==> src/rtl/lab_pkg.sv <==
// rtl/lab_pkg.sv - screen geometry, framebuffer entry type and address helper
package lab_pkg;

  localparam int SCREEN_W  = 160;
  localparam int SCREEN_H  = 120;
  localparam int FB_ADDR_W = 15;

  typedef struct packed {
    logic [FB_ADDR_W-1:0] addr;
    logic [2:0]           colour;
  } fb_pixel_t;

  // Row-major word address: y*160 + x built from two shifts so no multiplier is needed
  function automatic logic [FB_ADDR_W-1:0] pixel_addr(input logic [7:0] x, input logic [6:0] y);
    return FB_ADDR_W'({y, 7'b0}) + FB_ADDR_W'({y, 5'b0}) + FB_ADDR_W'(x);
  endfunction

endpackage

==> src/rtl/plot_fb_writer_if.sv <==
// rtl/plot_fb_writer_if.sv - pixel input and framebuffer write port bundle
interface plot_fb_writer_if;

  logic [7:0]  in_x;
  logic [6:0]  in_y;
  logic [2:0]  in_colour;
  logic        in_plot;
  logic        in_ready;
  logic        fb_grant;
  logic        fb_we;
  logic [14:0] fb_addr;
  logic [2:0]  fb_wdata;

  // Drawing stage / framebuffer arbiter side
  modport master (
    output in_x, in_y, in_colour, in_plot, fb_grant,
    input  in_ready, fb_we, fb_addr, fb_wdata
  );

  // Writer side
  modport slave (
    input  in_x, in_y, in_colour, in_plot, fb_grant,
    output in_ready, fb_we, fb_addr, fb_wdata
  );

endinterface

==> src/rtl/plot_fifo.sv <==
// rtl/plot_fifo.sv - synchronous FIFO of framebuffer pixels with occupancy counter
module plot_fifo
  import lab_pkg::*;
#(
  parameter int DEPTH = 16
) (
  input  logic      clk,
  input  logic      rst_n,
  input  logic      push,
  input  logic      pop,
  input  fb_pixel_t wr_data,
  output fb_pixel_t rd_data,
  output logic      full,
  output logic      empty
);

  localparam int AW = $clog2(DEPTH);
  localparam int CW = $clog2(DEPTH + 1);

  fb_pixel_t       mem [DEPTH];
  logic [AW-1:0]   wr_ptr;
  logic [AW-1:0]   rd_ptr;
  logic [CW-1:0]   count;
  logic            do_push;
  logic            do_pop;

  assign empty   = (count == '0);
  assign full    = (count == CW'(DEPTH));
  assign do_pop  = pop && !empty;
  // A push into a full FIFO only lands when the head leaves on the same edge
  assign do_push = push && (!full || do_pop);
  assign rd_data = mem[rd_ptr];

  // Storage write at the tail; contents need no reset since count gates visibility
  always_ff @(posedge clk) begin
    if (do_push) mem[wr_ptr] <= wr_data;
  end

  // Pointers wrap naturally at the power-of-two depth; count disambiguates full/empty
  always_ff @(posedge clk) begin
    if (!rst_n) begin
      wr_ptr <= '0;
      rd_ptr <= '0;
      count  <= '0;
    end else begin
      if (do_push) wr_ptr <= wr_ptr + 1'b1;
      if (do_pop)  rd_ptr <= rd_ptr + 1'b1;
      case ({do_push, do_pop})
        2'b10:   count <= count + 1'b1;
        2'b01:   count <= count - 1'b1;
        default: count <= count;
      endcase
    end
  end

endmodule

==> src/rtl/plot_fb_writer.sv <==
// rtl/plot_fb_writer.sv - clips pixels, queues them and drains into the framebuffer port
module plot_fb_writer
  import lab_pkg::*;
#(
  parameter int DEPTH = 16
) (
  input  logic                 clk,
  input  logic                 rst_n,
  plot_fb_writer_if.slave      bus,
  input  logic                 clr_overflow,
  output logic                 empty,
  output logic                 overflow,
  output logic [7:0]           drop_count
);

  logic      in_range;
  logic      full;
  logic      push;
  logic      drop;
  logic      pop;
  fb_pixel_t head;
  fb_pixel_t entry;

  assign in_range     = (bus.in_x < 8'(SCREEN_W)) && (bus.in_y < 7'(SCREEN_H));
  assign entry.addr   = pixel_addr(bus.in_x, bus.in_y);
  assign entry.colour = bus.in_colour;

  // A full FIFO still accepts when the scanout-free port pops the head this cycle
  assign bus.in_ready = !full || bus.fb_grant;
  assign push         = bus.in_plot && in_range && bus.in_ready;
  assign drop         = bus.in_plot && in_range && !bus.in_ready;

  // Gating on rst_n keeps a reset cycle from writing a stale head
  assign pop          = !empty && bus.fb_grant && rst_n;
  assign bus.fb_we    = pop;
  assign bus.fb_addr  = empty ? '0 : head.addr;
  assign bus.fb_wdata = empty ? '0 : head.colour;

  plot_fifo #(
    .DEPTH (DEPTH)
  ) u_fifo (
    .clk     (clk),
    .rst_n   (rst_n),
    .push    (push),
    .pop     (pop),
    .wr_data (entry),
    .rd_data (head),
    .full    (full),
    .empty   (empty)
  );

  // Drop accounting: a drop wins over a clear in the same cycle and restarts the count at 1
  always_ff @(posedge clk) begin
    if (!rst_n) begin
      overflow   <= 1'b0;
      drop_count <= 8'd0;
    end else if (drop) begin
      overflow   <= 1'b1;
      if (clr_overflow)             drop_count <= 8'd1;
      else if (drop_count != 8'hFF) drop_count <= drop_count + 8'd1;
    end else if (clr_overflow) begin
      overflow   <= 1'b0;
      drop_count <= 8'd0;
    end
  end

endmodule
==> src/flat_wrapper.sv <==
// flat-port wrapper written by rule: the top's interface ports become plain ports
module plot_fb_writer_flat import lab_pkg::*;
#(
  parameter int DEPTH = 16
)
  (clk, rst_n, clr_overflow, empty, overflow, drop_count, bus_in_x, bus_in_y, bus_in_colour, bus_in_plot, bus_fb_grant, bus_in_ready, bus_fb_we, bus_fb_addr, bus_fb_wdata);
  plot_fb_writer_if bus_i ();
  input  logic clk;
  input  logic rst_n;
  input  logic clr_overflow;
  output logic empty;
  output logic overflow;
  output logic [7:0] drop_count;
  input wire logic [$bits(bus_i.in_x)-1:0] bus_in_x;
  input wire logic [$bits(bus_i.in_y)-1:0] bus_in_y;
  input wire logic [$bits(bus_i.in_colour)-1:0] bus_in_colour;
  input wire logic [$bits(bus_i.in_plot)-1:0] bus_in_plot;
  input wire logic [$bits(bus_i.fb_grant)-1:0] bus_fb_grant;
  output wire logic [$bits(bus_i.in_ready)-1:0] bus_in_ready;
  output wire logic [$bits(bus_i.fb_we)-1:0] bus_fb_we;
  output wire logic [$bits(bus_i.fb_addr)-1:0] bus_fb_addr;
  output wire logic [$bits(bus_i.fb_wdata)-1:0] bus_fb_wdata;
  assign bus_i.in_x = bus_in_x;
  assign bus_i.in_y = bus_in_y;
  assign bus_i.in_colour = bus_in_colour;
  assign bus_i.in_plot = bus_in_plot;
  assign bus_i.fb_grant = bus_fb_grant;
  assign bus_in_ready = bus_i.in_ready;
  assign bus_fb_we = bus_i.fb_we;
  assign bus_fb_addr = bus_i.fb_addr;
  assign bus_fb_wdata = bus_i.fb_wdata;
  plot_fb_writer #(.DEPTH(DEPTH)) u_core (.clk(clk), .rst_n(rst_n), .bus(bus_i), .clr_overflow(clr_overflow), .empty(empty), .overflow(overflow), .drop_count(drop_count));
endmodule
==> config.mk <==
export PLATFORM = sky130hd
export DESIGN_NAME = plot_fb_writer_flat
export DESIGN_NICKNAME = d
export VERILOG_FILES = /design/src/rtl/lab_pkg.sv /design/src/rtl/plot_fb_writer_if.sv /design/src/rtl/plot_fifo.sv /design/src/rtl/plot_fb_writer.sv /design/src/flat_wrapper.sv
export SDC_FILE = /design/constraint.sdc
export NUM_CORES = 1
export LEC_CHECK = 0
export BUFFER_PORTS_ARGS = -buffer_cell sky130_fd_sc_hd__buf_4
export CAP_MARGIN = 20
export CORE_MARGIN = 2
export CORE_UTILIZATION = 59
export CTS_BUF_LIST = sky130_fd_sc_hd__clkbuf_2
export DETAILED_ROUTE_END_ITERATION = 7
export PLACE_DENSITY = 0.86
export SLEW_MARGIN = 15
export SYNTH_ARGS = -nofsm -noshare
export SYNTH_HDL_FRONTEND = slang
export SYNTH_SLANG_ARGS = --single-unit
export TNS_END_PERCENT = 10
==> constraint.sdc <==
create_clock -name clk -period 7.5 [get_ports clk]
set_input_delay 0.375 -clock clk [delete_from_list [all_inputs] [get_ports clk]]
set_output_delay 0.375 -clock clk [all_outputs]
set_load 0.01 [all_outputs]
==> out/metrics.cfg, run 1 <==
[sta]
rsz0062_at_grt = false
finalCriticalPeriod_ns = 3.69
finalHoldViolations = 0
tightest_slew_ns = 1.04
slew_headroom = 0.306
fin_skew_ns = 0.0709
timing.fmax_ghz = 0.271
final-max-slew-violation-count = 0
fin_crit_sh = 0.492
setup_violations = 0
setup_tns_ns = 0

[die]
num_io_pins = 53
rows = 54
dieHeight_um = 153
dieArea_um2 = 23300
dieWidth_um = 153
start_util = 0.599
coreArea_um2 = 21800

[logic_synthesis]
synth_top_area_share = 0.664
synth-main-ff-cell = edfxtp_1
synthArstFlopShare = 0
ys_seq_area_frac = 0.704
yosys_warnings = 0
synth_most_common_cell = edfxtp_1
syn_nets = 762
ys_seq_elements = 314
netlist_top_cells_area = edfxtp_1, mux4_2, dfxtp_1, ha_1, mux2_2
synth_top_cell_by_area = edfxtp_1
postSynthAreaPerCell_um2 = 18.2
syn_area_um2 = 13000
ys_types = 57
synth_common_cells = edfxtp_1, mux4_2, inv_1
synth_edf_count = 288
syn_inst = 714

[grt]
grt_pass1_vias = 7523
grt_max_degree = 67
antenna_found_initial = 1
grt_pass1_wl_um = 41900
grtUsageTotal = 0.239
overflow = 0

[cts]
clock_sinks = 314
cts_tree = built
clk_root_buffer_cell = clkbuf_2
clk_latency_ns = 0.83
htreeDepth = 3
cts.path.max_buffers = 3
clk_pin_slew_ns = 0.10
cts_made_buffers = 75

[place]
gp_congestion = 0.802
io_buffer_count = 52
dp_hpwl_um = 15700

[drt]
wirelength_um = 27600
wl_met2_um = 13500
num_vias = 7291
drcViolationCount = 0
via_per_inst = 6.22
drtIter0Drc = 693
avgRoutedWirePerCell_um = 23.5
m1WireLength_um = 10900
first_pass_iters = 5
ant_nets = 0
top_layer_used = met4
dr_wl_met3_um = 2590

[worst_setup_path]
cp.required_ns = 7.12
crit_type = reg -> out
critPathLaunchType = flip-flop
r2r_start = u_core.u_fifo.count[1]$_SDFFE_PN0P_
cp_max_fo = 40
rrSetupSlack_ns = 4.21
end_kind = output port
r2r_end = u_core.u_fifo.count[4]$_SDFFE_PN0P_
r2r_cells = 11
cp.arrival_ns = 3.31

[final_layout]
fin_util = 0.673
nNetsFinal = 893
final.fill_count = 1412
area_delta_synth_final_pct = 12.4
drive_gt1_frac = 0.341

[hold_path]
min_to = u_core.u_fifo.wr_ptr[3]$_SDFFE_PN0P_
worstHoldStart = bus_in_plot
hold_path_class = in -> reg
hold_depth = 4

[pwr]
cellLeakagePower_uw = 0.00510
p_per_area_nw_per_um2 = 271
vdd.ir_drop.worst_mv = 0.244

[run]
cap_violations = 0

[run_status]
status = finished, final reports clean

## area by class of cell
type                       count  area, um^2  share of cell area
tap                          280         350              0.0239
clock inverter                22         130             0.00889
sequential                   314        9180               0.627
multi-input combinational    320        3570               0.244
inverter                      44         165              0.0113
clock buffer                 101         505              0.0345
antenna                        1        2.50            0.000171
timing repair buffer          90         741              0.0506
## where the power goes
part	internal (uW)	total [uW]	switching (uW)
combinational	421	827	406
sequential	1990	2100	106
clock	399	1050	646
## per-layer routing
metal,vias to the layer above,GRT usage
met4,0,0.0899
met2,414,0.385
met3,47,0.0449
li1,3165,-
met5,-,0
met1,3665,0.332
## registers in the layout, summed over array words and instances, names as in the netlist, named ones only
| signal | cells |
|---|---|
| u_core.u_fifo.wr_ptr | 4 |
| u_core.u_fifo.mem | 288 |
| u_core.u_fifo.rd_ptr | 4 |
| u_core.overflow | 1 |
| u_core.u_fifo.count | 5 |
| u_core.drop_count | 8 |
## timing repair
action / CTS / global route
endpoints found under the hold margin: 153 / 0
buffers inserted: 0 / 0
resized for setup: 0 / 0
hold buffers: 13 / 0
endpoints found under the setup margin: 0 / 0
## layout by cell type (no fill, tap or decap), types with 4 or more instances in the layout
master           n
ha_1            23
and3_1           6
buf_4           72
o221ai_1        18
o211ai_1         5
dlygate4sd3_1   13
mux4_2          72
clkbuf_2       101
nand4_1          7
mux2i_1          4
nor2_2           9
clkinv_2         5
edfxtp_1       288
nand2b_1        13
clkinvlp_4       4
dfxtp_1         24
nand3_1         12
o21ai_0          7
o41ai_1          4
nand2_1         35
mux2_2          18
inv_1           44
and2_1           7
xnor2_1          5
clkinv_1        11
nor2_1           4
a21oi_1          7
## worst max-delay path by stage
stage,end,slack [ns]
3_5_place_dp,u_core.u_fifo.count[4]$_SDFFE_PN0P_,4.23
2_1_floorplan,u_core.u_fifo.mem[3][0]$_DFFE_PP_,4.43
6_report,bus_fb_addr[13],3.81
3_3_place_gp,u_core.u_fifo.count[4]$_SDFFE_PN0P_,4.33
4_1_cts,bus_fb_addr[13],3.48
5_1_grt,bus_fb_addr[13],3.58
## metrics by stage
stage / cell area [um^2] / worst slack, ns / total power (uW) / hold WS, ns / instances
detailed placement: 13800 / 4.23 / 2950 / 0.477 / 1031
CTS: 14600 / 3.48 / 3980 / 0.0898 / 1167
global route: 14600 / 3.58 / 4150 / 0.104 / 1172
global placement: 13800 / 4.33 / 2910 / 0.469 / 1029
finish: 14600 / 3.81 / 3970 / 0.133 / 1172
floorplan: 13000 / 4.43 / 2670 / 0.474 / 714
## critical path, cell delays in order (launching register included)
cell      delay (ns)
dfxtp_4         0.41
buf_4           0.44
buf_16          0.31
mux4_2          0.53
mux2_2          0.28
nand2_1         0.08
o221ai_1        0.20
buf_4           0.21
## kinds of logic (layout without fill, tap and decap cells)
group,after synthesis,count (layout),synth area share
buffers and inverters,80,257,0.0280
AND/OR/NAND/NOR,126,126,0.0548
adder cells (fa/ha/maj),25,25,0.0252
flip-flops,314,314,0.704
multiplexers,94,94,0.143
XOR/XNOR,11,11,0.00740
AO/OA/AOI/OAI,64,64,0.0377
other,0,1,0
No activity file was read; power rests on OpenSTA's default activity.
==> run 2: changes to the inputs <==
- CORE_UTILIZATION: 59 -> 58
- PLACE_DENSITY: 0.86 -> 0.88
- clock period: 7.5 -> 3 ns (I/O delays scaled with it)
==> run 2 against run 1 <==
Compared with the run above:
- final area increased by 2.5%
- sequential power increased by 140%
- routed wire length increased by 3.3%
- non-clock buffer count increased by 28
- first-iteration DRC count decreased by 14%
- sequential share of layout area decreased by 1.5 points
- final cell count increased by 3.0%
- critical path depth increased by 1
- register-to-register slack got worse by 4.1 ns
- power increased to 2.6 times the previous value
- critical endpoint is now bus_fb_addr[12]
- largest cell class unchanged
==> out/metrics.cfg, run 2 (synthesis gave the netlist of run 1 again) <==
[run_status]
status = finished, final reports clean

[cts]
cts_made_buffers = 76  ; +1.3%
clock_sinks = 314  ; unchanged
cts.path.max_buffers = 3  ; unchanged
htreeDepth = 3  ; unchanged
clk_latency_ns = 0.84  ; about the same
cts_tree = built
clk_pin_slew_ns = 0.09  ; about the same
clk_root_buffer_cell = clkbuf_2

[sta]
timing.fmax_ghz = 0.344
finalHoldViolations = 0  ; unchanged
fin_skew_ns = 0.0588  ; -0.0121 ns
final-max-slew-violation-count = 0  ; unchanged
finalCriticalPeriod_ns = 2.91
fin_crit_sh = 0.970
setup_violations = 0  ; unchanged
hold-worst-slack_ns = 0.0538  ; -0.0792 ns
slew_headroom = 0.483  ; +0.177
tightest_slew_ns = 0.771  ; -0.269 ns
rsz0062_at_grt = true

[grt]
overflow = 0  ; unchanged
antenna_found_initial = 2  ; +1
grt_pass1_vias = 7789  ; +3.5%
grt_max_degree = 39  ; -42%
grt_pass1_wl_um = 43200  ; +3.2%
grtUsageTotal = 0.246  ; +0.00686

[hold_path]
hold_depth = 5  ; +1
hold_path_class = in -> reg
worstHoldStart = bus_in_y[3]

[die]
dieArea_um2 = 23700  ; +1.7%
dieHeight_um = 154  ; +0.84%
start_util = 0.593  ; -0.00553
dieWidth_um = 154  ; +0.84%
coreArea_um2 = 22000  ; +0.93%
num_io_pins = 53  ; unchanged
rows = 54  ; unchanged

[worst_setup_path]
cp_top_family = buffers and inverters
end_kind = output port
path_cells = nor4_4 -> buf_4 -> nand2_1 -> buf_4 -> nand3b_1 -> buf_8 -> o221ai_1 -> buf_4
crit_path_frequent_cell = buf_4
r2r_start = u_core.u_fifo.count[1]$_SDFFE_PN0P_
crit_path_max_incr_delay_ns = 0.39  ; -0.14 ns
crit_type = reg -> out
cp.required_ns = 2.85  ; -4.27 ns
crit_start = u_core.u_fifo.count[1]$_SDFFE_PN0P_
worst-path-stages = 8  ; +1
cp_max_fo = 18  ; -55%
critPathLaunchType = flip-flop
r2r_cells = 11  ; unchanged
cp.arrival_ns = 2.76  ; -0.55 ns
cp_num_buf_inv = 4  ; +1
crit_path_top_delay_cell = dfxtp_2

[drt]
ant_nets = 0  ; unchanged
drcViolationCount = 0  ; unchanged
avgRoutedWirePerCell_um = 23.6  ; +0.30%
via_per_inst = 6.19  ; -0.52%
wirelength_um = 28500  ; +3.3%
num_vias = 7470  ; +2.5%
first_pass_iters = 5  ; unchanged
drtIter0Drc = 596  ; -14%

[pwr]
p_per_area_nw_per_um2 = 682  ; +150%
vdd.ir_drop.worst_mv = 0.351  ; +44%
p_comb_frac = 0.234  ; +0.026
clkPwrFrac = 0.263  ; about the same
power_switching_uw = 2950  ; +150%
p_int_uw = 7270  ; +160%
pwr-share-seq = 0.503  ; -0.025
cellLeakagePower_uw = 0.00526  ; +3.2%
p_sw_frac = 0.288  ; -0.00346

[final_layout]
final_cells = 1207  ; +3.0%
fin_util = 0.683  ; +0.0101
largest_register = u_core.u_fifo.mem
final.fill_count = 1339  ; -5.2%
largest_reg_flops = 288  ; unchanged
nNetsFinal = 922  ; +3.2%
layout_common_cells = edfxtp_1, clkbuf_2, buf_4, mux4_2, inv_1
area_delta_synth_final_pct = 15.1
top_regs = u_core.u_fifo.mem: 288 flops, u_core.drop_count: 8 flops, u_core.u_fifo.count: 5 flops
fin_area_um2 = 15000  ; +2.5%
final_common_cell = edfxtp_1
drive_gt1_frac = 0.348  ; +0.00692

[place]
gp_congestion = 0.822  ; +2.6%
dp_hpwl_um = 16100  ; +2.6%
dp.cells = 1043  ; +1.2%
dpl_cell_area_um2 = 13900  ; +0.73%
io_buffer_count = 52  ; unchanged

[run]
cap_violations = 0  ; unchanged

## run 2: what timing repair did
action | in CTS | in global routing
endpoints found under the setup margin | 18 | 15
resized for setup | 6 | 10
pin swaps | 1 | 1
hold buffers | 24 | 0
hold endpoints to repair | 193 | 0
buffers inserted | 5 | 2
## run 2: final timing paths
kind                                          endpoint  slack, ns
hold / removal    u_core.u_fifo.wr_ptr[1]$_SDFFE_PN0P_       0.05
setup / recovery                       bus_fb_addr[12]       0.09
setup reg to reg   u_core.u_fifo.count[4]$_SDFFE_PN0P_       0.10
hold reg to reg      u_core.drop_count[6]$_SDFFE_PN0P_       0.52
## run 2: routing by layer
metal | vias to the layer above | GRT usage | part of all wire
met5 | - | 0 | 0
met3 | 46 | 0.0502 | 0.087
li1 | 3238 | - | -
met1 | 3768 | 0.319 | 0.38
met4 | 0 | 0.0908 | 0.022
met2 | 418 | 0.418 | 0.51
## run 2: worst min-delay path, cell delays in order
cell and delay [ns]:
buf_4 0.12, nand4_1 0.11, and3_1 0.18, and2_1 0.20, mux2i_1 0.09
## run 2: power by group through the flow
stage | clock (uW) | combinational, uW | sequential, uW
5_1_grt | 2960 | 2590 | 5160
6_report | 2680 | 2400 | 5140
2_1_floorplan | 0 | 1550 | 5110
3_3_place_gp | 0 | 2090 | 5280
3_5_place_dp | 0 | 2170 | 5290
4_1_cts | 2740 | 2340 | 5140
## run 2: cell type report
class                      count  area [um^2]  area share
antenna                        2         5.00    0.000334
clock buffer                 100          500      0.0334
clock inverter                29          171      0.0114
inverter                      44          165      0.0110
multi-input combinational    320         3590       0.239
sequential                   314         9180       0.612
tap                          280          350      0.0234
timing repair buffer         118         1030      0.0689
## run 2: metrics by stage
step           power, uW  setup TNS, ns  setup slack (ns)
2_1_floorplan       6660              0             0.155
3_3_place_gp        7370              0             0.173
3_5_place_dp        7460        -0.0857           -0.0857
4_1_cts            10200        -0.0174           -0.0174
5_1_grt            10700         -0.505           -0.0720
6_report           10200              0            0.0904
==> run 3: changes to the inputs <==
- ABC_AREA: default -> 1
- CTS_CLUSTER_DIAMETER: default -> 150
- CTS_CLUSTER_SIZE: default -> 14
==> run 3 against run 2 <==
Compared with the run above:
- final area shrank 1.5%
- fmax grew 0.70%
- first-iteration DRC count is 85% higher
- clock power is 37% lower
- die area increased by 3.5%
- register-to-register slack better by 0.62 ns
- count of clock-buffer cells in the layout down 53
- global-route usage rose by 1.3 points
- sequential power shrank 2%
- non-clock buffer count decreased by 12
- power shrank 12%
- critical path depth rose by 6
==> out/metrics.cfg, run 3 <==
[run_status]
status = finished, final reports clean

[grt]
grt_pass1_wl_um = 49000  ; +13%
overflow = 0  ; unchanged
grt_pass1_vias = 9330  ; +20%
grt_max_degree = 145  ; +270%
antenna_found_initial = 1  ; -1
grtUsageTotal = 0.259  ; +0.0132

[cts]
cts_made_buffers = 26  ; -66%
clock_sinks = 314  ; unchanged
cts.path.max_buffers = 3  ; unchanged
clk_root_buffer_cell = clkbuf_2
cts_setup_buffers = 0  ; -5
clk_pin_slew_ns = 0.26  ; +0.17 ns
htreeDepth = 1  ; -2
clk_latency_ns = 0.87  ; +0.03 ns
cts_tree = built

[worst_setup_path]
crit_type = in -> reg
r2r_start = u_core.u_fifo.count[1]$_SDFFE_PN0P_
cp_max_fo = 11  ; -7
cp_top_family = buffers and inverters
end_kind = flip-flop
critPathLaunchType = input port
crit_path_top_delay_cell = dlygate4sd3_1
path_cells = dlygate4sd3_1 -> buf_4 -> nand2_1 -> nor2_1 -> nor2_1 -> dlygate4sd3_1 -> nand2_1 -> dlygate4sd3_1 -> nor2_4 -> nand2_4 -> inv_2 -> nand2_1 -> nor2_2 -> buf_12
cp_num_buf_inv = 6  ; +2
crit_start = bus_in_y[6]
cp.arrival_ns = 3.50  ; +0.74 ns
cp.required_ns = 3.61  ; +0.76 ns
crit_path_max_incr_delay_ns = 0.63  ; +0.24 ns

[logic_synthesis]
synth_common_cells = nand2_1, edfxtp_1, nand3_1
netlist_top_cells_area = edfxtp_1, nand2_1, nand3_1, dfxtp_1, ha_1
synth_fa_ha_area_frac = 0.0243  ; -0.000875
synth_compound_area_frac = 0.0229  ; -0.0148
syn_inst = 1224  ; +71%
postSynthAreaPerCell_um2 = 11.0  ; -40%
ys_types = 41  ; -28%
ys_seq_elements = 314  ; unchanged
synthArstFlopShare = 0  ; unchanged
synth_edf_count = 288  ; unchanged
syn_area_um2 = 13500  ; +3.6%
synth_top_family_by_area = simple AND/OR/NAND/NOR gates
synth_top_area_share = 0.641  ; -0.0231
synth_top_cell_by_area = edfxtp_1
yosys.area_share.xor_xnor = 0.00779  ; +0.000392
ys_seq_area_frac = 0.679  ; -0.0245
muxShareOfSynthArea = 0  ; -0.143
yosys_warnings = 0  ; unchanged
synth_most_common_cell = nand2_1
synth-main-ff-cell = edfxtp_1
yosys.area_share.simple = 0.230  ; +0.175
syn_nets = 1272  ; +67%

[die]
coreArea_um2 = 22700  ; +3.4%
dieWidth_um = 157  ; +1.7%
dieHeight_um = 157  ; +1.7%
rows = 55  ; +1.9%
num_io_pins = 53  ; unchanged
start_util = 0.594  ; +0.00105
dieArea_um2 = 24500  ; +3.5%

[pwr]
cellLeakagePower_uw = 0.00556  ; +5.5%
vdd.ir_drop.worst_mv = 0.290  ; -18%
p_per_area_nw_per_um2 = 609  ; -11%
finalPower_uw = 8990  ; -12%

[drt]
num_vias = 9679  ; +30%
via_per_inst = 6.03  ; -2.6%
drtIter0Drc = 1103  ; +85%
wirelength_um = 32400  ; +14%
avgRoutedWirePerCell_um = 20.2  ; -14%
first_pass_iters = 6  ; +1
drcViolationCount = 0  ; unchanged
ant_nets = 0  ; unchanged

[final_layout]
layout_common_cells = nand2_1, edfxtp_1, nand3_1, buf_4, clkbuf_2
area_delta_synth_final_pct = 9.48
drive_gt1_frac = 0.135  ; -0.213
final_common_cell = nand2_1
largest_reg_flops = 288  ; unchanged
largest_register = u_core.u_fifo.mem
nNetsFinal = 1348  ; +46%
top_regs = u_core.u_fifo.mem: 288 flops, u_core.drop_count: 8 flops, u_core.u_fifo.count: 5 flops
final_cells = 1606  ; +33%
fin_area_um2 = 14800  ; -1.5%

[sta]
final-max-slew-violation-count = 0  ; unchanged
fin_skew_ns = 0.0524  ; -0.00639 ns
layout_setup_ws_ns = 0.111  ; +0.0203 ns
setup_violations = 0  ; unchanged
fin_crit_sh = 0.963  ; -0.00677
slew_headroom = 0.289  ; -0.194
finalCriticalPeriod_ns = 2.89  ; -0.0203 ns
finalHoldViolations = 0  ; unchanged
tightest_slew_ns = 1.06  ; +0.291 ns
rsz0062_at_grt = true
setup_tns_ns = 0  ; unchanged
timing.fmax_ghz = 0.346  ; +0.70%

[place]
gp_congestion = 0.837  ; +1.7%
io_buffer_count = 52  ; unchanged
dp_hpwl_um = 19300  ; +20%
dp_slack_ns = 0.235  ; +0.321 ns
dp.cells = 1536  ; +47%
dpl_cell_area_um2 = 14200  ; +2.5%

[run]
cap_violations = 0  ; unchanged

[hold_path]
hold_path_class = in -> reg
worstHoldStart = bus_in_y[5]

## run 3: cell count changes in the layout (fill, tap and decap cells not counted), sizes merged, moves of 7 or more
cell	before	now
nand2	35	422
nand3	12	243
mux4	72	0
clkbuf	102	48
nor2	13	50
a21oi	8	36
clkinv	23	2
mux2	18	0
o221ai	18	0
inv	47	34
nand2b	13	0
buf	92	85
xor2	3	10
## run 3: area by class of cell
cell class	instances	area [um^2]
clock inverter	1	8.76
sequential	314	9170
inverter	36	166
clock buffer	47	235
tap	285	357
multi-input combinational	816	3900
antenna	1	2.50
fill	1656	7930
timing repair buffer	106	928
## run 3: worst paths after layout
kind / end / cells after the start / slack [ns]
setup / recovery: u_core.u_fifo.mem[9][1]$_DFFE_PP_ / 14 / 0.11
hold / removal: u_core.u_fifo.mem[14][15]$_DFFE_PP_ / 3 / 0.04
setup reg to reg: u_core.u_fifo.mem[9][1]$_DFFE_PP_ / 9 / 0.72
hold reg to reg: u_core.overflow$_SDFFE_PN0P_ / 2 / 0.50
## run 3: metrics by stage
| step | utilization | hold slack (ns) |
|---|---|---|
| floorplan | - | 0.249 |
| global placement | 0.627 | 0.453 |
| detailed placement | 0.627 | 0.458 |
| CTS | 0.647 | 0.0424 |
| global route | 0.651 | 0.0102 |
| finish | 0.651 | 0.0419 |
## run 3: what timing repair did
action / 4_1_cts / 5_1_grt
resized for setup: 4 / 8
setup endpoints to repair: 16 / 30
hold buffers: 20 / 0
gates cloned: 0 / 1
hold endpoints to repair: 186 / 0
## run 3: worst register-to-register path: stages, from the launching register on
cell and delay (ns):
dfxtp_1 0.51, nor2_2 0.08, nand3_1 0.12, nor2_4 0.07, nor2_4 0.15, nand2_4 0.09, inv_2 0.12, nand2_1 0.17
nor2_2 0.50, buf_12 0.22
## run 3: logic make-up after synthesis
logic type / after synthesis
simple gates: 724
flops: 314
buf+inv: 94
compound gates: 55
fa+ha+maj: 25
xor+xnor: 12
## run 3: per-layer routing
metal / global-route usage / vias to the layer above / part of all wire
met1: 0.353 / 4563 / 0.37
met4: 0.101 / 0 / 0.026
met5: 0 / - / 0
met3: 0.0346 / 81 / 0.11
met2: 0.429 / 644 / 0.49
li1: - / 4391 / -
## run 3: power breakdown
group | internal (uW) | switching [uW] | total, uW
sequential | 4970 | 58.9 | 5030
combinational | 730 | 1540 | 2270
clock | 401 | 1290 | 1690
